**src/rtl/updown_counter_n.sv**
```systemverilog
// Parametrised up/down counter with wrap or saturate mode, clear/load/enable,
// combinational terminal count and registered overflow/underflow pulses.
module updown_counter_n #(
  parameter int WIDTH    = 8,
  parameter int MODULUS  = 256,
  parameter int SATURATE = 0
) (
  input  logic             clk,
  input  logic             reset,
  input  logic             en,
  input  logic             clr,
  input  logic             load,
  input  logic [WIDTH-1:0] load_val,
  input  logic             up_down,
  output logic [WIDTH-1:0] count,
  output logic             tc,
  output logic             ovf,
  output logic             udf
);

  localparam logic [WIDTH-1:0] MAX_C  = WIDTH'(MODULUS - 1);
  localparam logic [WIDTH-1:0] ZERO_C = {WIDTH{1'b0}};
  localparam logic [WIDTH-1:0] ONE_C  = WIDTH'(1);

  logic [WIDTH-1:0] count_r;
  logic             ovf_r;
  logic             udf_r;
  logic [WIDTH-1:0] count_next_s;
  logic             ovf_next_s;
  logic             udf_next_s;
  logic             at_max_s;
  logic             at_zero_s;

  assign at_max_s  = (count_r == MAX_C);
  assign at_zero_s = (count_r == ZERO_C);

  // Next-state selection: clr beats load beats en; boundary tested before stepping
  always_comb begin
    count_next_s = count_r;
    ovf_next_s   = 1'b0;
    udf_next_s   = 1'b0;
    if (clr) begin
      count_next_s = ZERO_C;
    end else if (load) begin
      count_next_s = (load_val > MAX_C) ? MAX_C : load_val;
    end else if (en) begin
      if (up_down) begin
        if (at_max_s) begin
          ovf_next_s   = 1'b1;
          count_next_s = (SATURATE != 0) ? MAX_C : ZERO_C;
        end else begin
          count_next_s = count_r + ONE_C;
        end
      end else begin
        if (at_zero_s) begin
          udf_next_s   = 1'b1;
          count_next_s = (SATURATE != 0) ? ZERO_C : MAX_C;
        end else begin
          count_next_s = count_r - ONE_C;
        end
      end
    end else begin
      count_next_s = count_r;
    end
  end

  // State and event-pulse registers
  always_ff @(posedge clk or negedge reset) begin
    if (!reset) begin
      count_r <= ZERO_C;
      ovf_r   <= 1'b0;
      udf_r   <= 1'b0;
    end else begin
      count_r <= count_next_s;
      ovf_r   <= ovf_next_s;
      udf_r   <= udf_next_s;
    end
  end

  assign count = count_r;
  assign ovf   = ovf_r;
  assign udf   = udf_r;
  assign tc    = (up_down & at_max_s) | (~up_down & at_zero_s);

endmodule

```
**config.mk**
```make
export PLATFORM = sky130hd
export DESIGN_NAME = updown_counter_n
export DESIGN_NICKNAME = d
export VERILOG_FILES = /design/src/rtl/updown_counter_n.sv
export SDC_FILE = /design/constraint.sdc
export NUM_CORES = 1
export LEC_CHECK = 0
export ABC_AREA = 1
export CAP_MARGIN = 20
export CORE_UTILIZATION = 48
export CTS_CLUSTER_SIZE = 25
export DETAILED_ROUTE_END_ITERATION = 10
export PLACE_DENSITY = 0.81
export SLEW_MARGIN = 20
export SYNTH_ARGS = -nofsm -noshare
export SYNTH_HDL_FRONTEND = slang
export SYNTH_SLANG_ARGS = --single-unit
```
**constraint.sdc**
```tcl
create_clock -name clk -period 1.9 [get_ports clk]
set_clock_uncertainty 0.2 [all_clocks]
set_input_delay 0.19 -clock clk [delete_from_list [all_inputs] [get_ports clk]]
set_output_delay 0.19 -clock clk [all_outputs]
set_load 0.01 [all_outputs]
```
==> results.toml <==
[pwr]
peakVddDrop_v = 0.0004519
p_sw_share_pct = 37.00
pwr_density_cell_mw_per_mm2 = 583.2
power.share.clock_pct = 25.3
power_mw = 0.8216
pwr-share-comb_pct = 44.7
p_seq_share_pct = 29.9
cellInternalPower_mw = 0.5176
leakage_nw = 0.7148
power.switching_mw = 0.3040

[timing]
tightest_slew_ps = 509.3
setup_violations = 0
rsz0062_at_grt = "no"
timing.setup.tns_ps = 0
finalHoldViolCount = 0
final_max_slew_viol_count = 0
slew_headroom_pct = 65.94
post_route_worst_hold_slack_ps = 35.59
fin_crit_sh_pct = 99.37
maxClockFrequency_mhz = 529.6
finalWorstPathRequiredPeriod_ps = 1888

[cts]
root_buffer = "sky130_fd_sc_hd__clkbuf_4"
cts-hold-fix-buffers = 0
tritoncts_clock_tree = "done"
clock-sinks = 10
path_clk_slew_ps = 80
max-clock-path-buffers = 2
h-tree-depth = 1
worstSkewPairLatency_ps = 290
tritoncts.num_buffers = 3

[die]
floorplan.initialDensity_pct = 53.33
number_of_placed_i_o_pins = 25
rows = 15
die_h_um = 46.51
core-area_sq_mm = 0.001783
floorplan.die_area_sq_mm = 0.002163
die_x_um = 46.51

[worst_setup_path]
reg_to_reg_critical_path_endpoint = "count[4]"
crit_path_max_fanout = 4
critPathMostFrequentCell = "sky130_fd_sc_hd__buf_4"
worst_setup_path_start_kind = "flop"
worst-r2r-setup-slack_ps = 110
cp_top_family = "buffers and inverters"
timing.critical_path.buf_inv = 3
worstPathCellList = "buf_4 -> buf_4 -> clkdlybuf4s50_1"
critical_path_required_ps = 1510
cp_slowest_stage_delay_ps = 530
crit_path_top_delay_cell = "sky130_fd_sc_hd__clkdlybuf4s50_1"
worst_r2r_startpoint = "count[1]"
endpoint_kind = "output pin"
worstPathArrival_ps = 1500
timing.setup.critical_path_class = "flop to output pin"
r2r_cells = 9

[worst_hold_path]
worst_hold_path_type = "input port to async pin"

[yosys]
post-synth-top-area-cell = "sky130_fd_sc_hd__dfrtp_1"
ys_top_cells_by_area = "sky130_fd_sc_hd__dfrtp_1 (26%), sky130_fd_sc_hd__nand2_1 (18%), sky130_fd_sc_hd__inv_1 (8.7%)"
synth_top_area_share_pct = 26.32
yosysWarningCount = 0
synthesis.nets = 168
syn-instance-count = 151
syn_avg_cell_area_sq_um = 6.297
ys_seq_elements = 10
post_synth_instance_area_sq_um = 950.9
synthDistinctLibCells = 24
synth_sequential_area_ratio_pct = 26.32

[route]
detailedRoute.firstIterationViolations = 47
detailroute.via_count = 1235
dr.pass1.iters = 4
drt-wirelength-per-cell_um = 15.13
detail_route.wirelength_mm = 3.390
drc_errors = 0
routed_via_density = 5.513
drt.antenna.violating_nets = 0

[placement]
gp_congestion = 0.9105
count_of_buffers_from_port_buffering = 24
place.detailed.hpwl_mm = 2.260

[outcome]
result_of_the_run = "finished clean"

[grt]
wire_length_of_the_first_global_routing_pass_mm = 5.202
grt_max_degree = 11
grt_antenna_before_repair = 0
grt.total_usage_pct = 35.24
grt_pass1_vias = 1132
global_route.overflow_total = 0

[final_layout]
number_of_nets_in_the_layout = 217
num_antenna_cells = 0
syn2layout_area_growth_pct = 48.16
drive_above_1_share_pct = 23.12

[run]
maxCapViolations = 0
## cells in the final DEF (no fill, tap or decap), drive strengths merged, types with 3 or more instances in the layout
cell           Yosys  routed
nand3             16      16
nor2              15      15
a21oi              4       4
dfrtp             10      10
clkdlybuf4s50      0      22
nand4              4       4
nand2             48      48
inv               23      23
o21ai             17      17
ha                 3       3
clkbuf             0       4
buf                4      25
## sequential cells by signal, summed over array words and instances, names as in the netlist
| name | count |
|---|---|
| udf | 1 |
| count | 8 |
| ovf | 1 |
## metrics by stage
stage	cells	setup WS (ps)	cell area, sq um	utilization, %
after floorplan	151	281.9	950.9	-
after global placement	217	-35.34	1343	75.30
after detailed placement	217	-86.66	1343	75.30
after CTS	224	3.159	1405	78.81
after global routing	224	2.818	1409	79.02
final	224	11.88	1409	79.02
## power by group through the flow
stage | clock [mW] | sequential (mW) | combinational, mW
4_1_cts | 0.202 | 0.244 | 0.350
3_5_place_dp | 0 | 0.249 | 0.335
5_1_grt | 0.217 | 0.247 | 0.399
3_3_place_gp | 0 | 0.247 | 0.328
6_report | 0.208 | 0.246 | 0.368
2_1_floorplan | 0 | 0.258 | 0.175
## worst register-to-register path, stage by stage (launching register included)
cell	delay [ps]
sky130_fd_sc_hd__dfrtp_1	440
sky130_fd_sc_hd__inv_2	70
sky130_fd_sc_hd__ha_1	180
sky130_fd_sc_hd__nand2_1	110
sky130_fd_sc_hd__nor2_4	50
sky130_fd_sc_hd__buf_4	140
sky130_fd_sc_hd__nor2_4	150
sky130_fd_sc_hd__nand2_1	80
sky130_fd_sc_hd__a21oi_1	190
sky130_fd_sc_hd__o21ai_1	80
## how the worst max path moves through the flow
stage                     startpoint        to  slack, ps  depth (start not counted)
final                       count[1]  count[1]         10                          3
after global routing        count[1]  count[1]          3                          3
after CTS                   count[0]        tc          3                          6
after detailed placement    count[0]        tc        -90                          7
after global placement      count[0]        tc        -40                          7
after floorplan             count[0]  count[6]        280                         10
## metal layers
metal / track usage [%] / share of wire [%] / vias up
met1: 40.43 / 38 / 559
met3: 6.275 / 7.1 / 25
met4: 22.35 / 5.6 / 0
met5: 0 / 0 / -
li1: - / - / 579
met2: 59.17 / 49 / 72
## Yosys cell counts (all sizes together)
master  number
a21oi        4
buf          4
clkinv       1
dfrtp       10
ha           3
inv         23
nand2       48
nand3       16
nand4        4
nor2        15
nor3         1
o21ai       17
o22ai        1
o41ai        1
or2          1
xnor2        1
xor2         1
## timing repair
action	4_1_cts	5_1_grt
resized for setup	4	7
setup endpoints to repair	1	2
pin swaps	2	2
setup buffers	3	0
## final cells by class
type	instances	area, sq um
flip-flops and latches	10	250.2
fillers	120	374.1
well taps	25	31.28
repair buffers	48	417.9
multi-input cells	113	583.1
clock buffers	4	36.28
inverters	24	90.09
## cell families after synthesis
logic type / Yosys count / share of synthesized area, %
buf+inv: 28 / 13.42
flops: 10 / 26.32
fa+ha+maj: 3 / 3.948
xor+xnor: 2 / 1.842
compound gates: 23 / 12.63
simple gates: 85 / 41.84
Note: power is estimated with default switching activity, not from simulation.
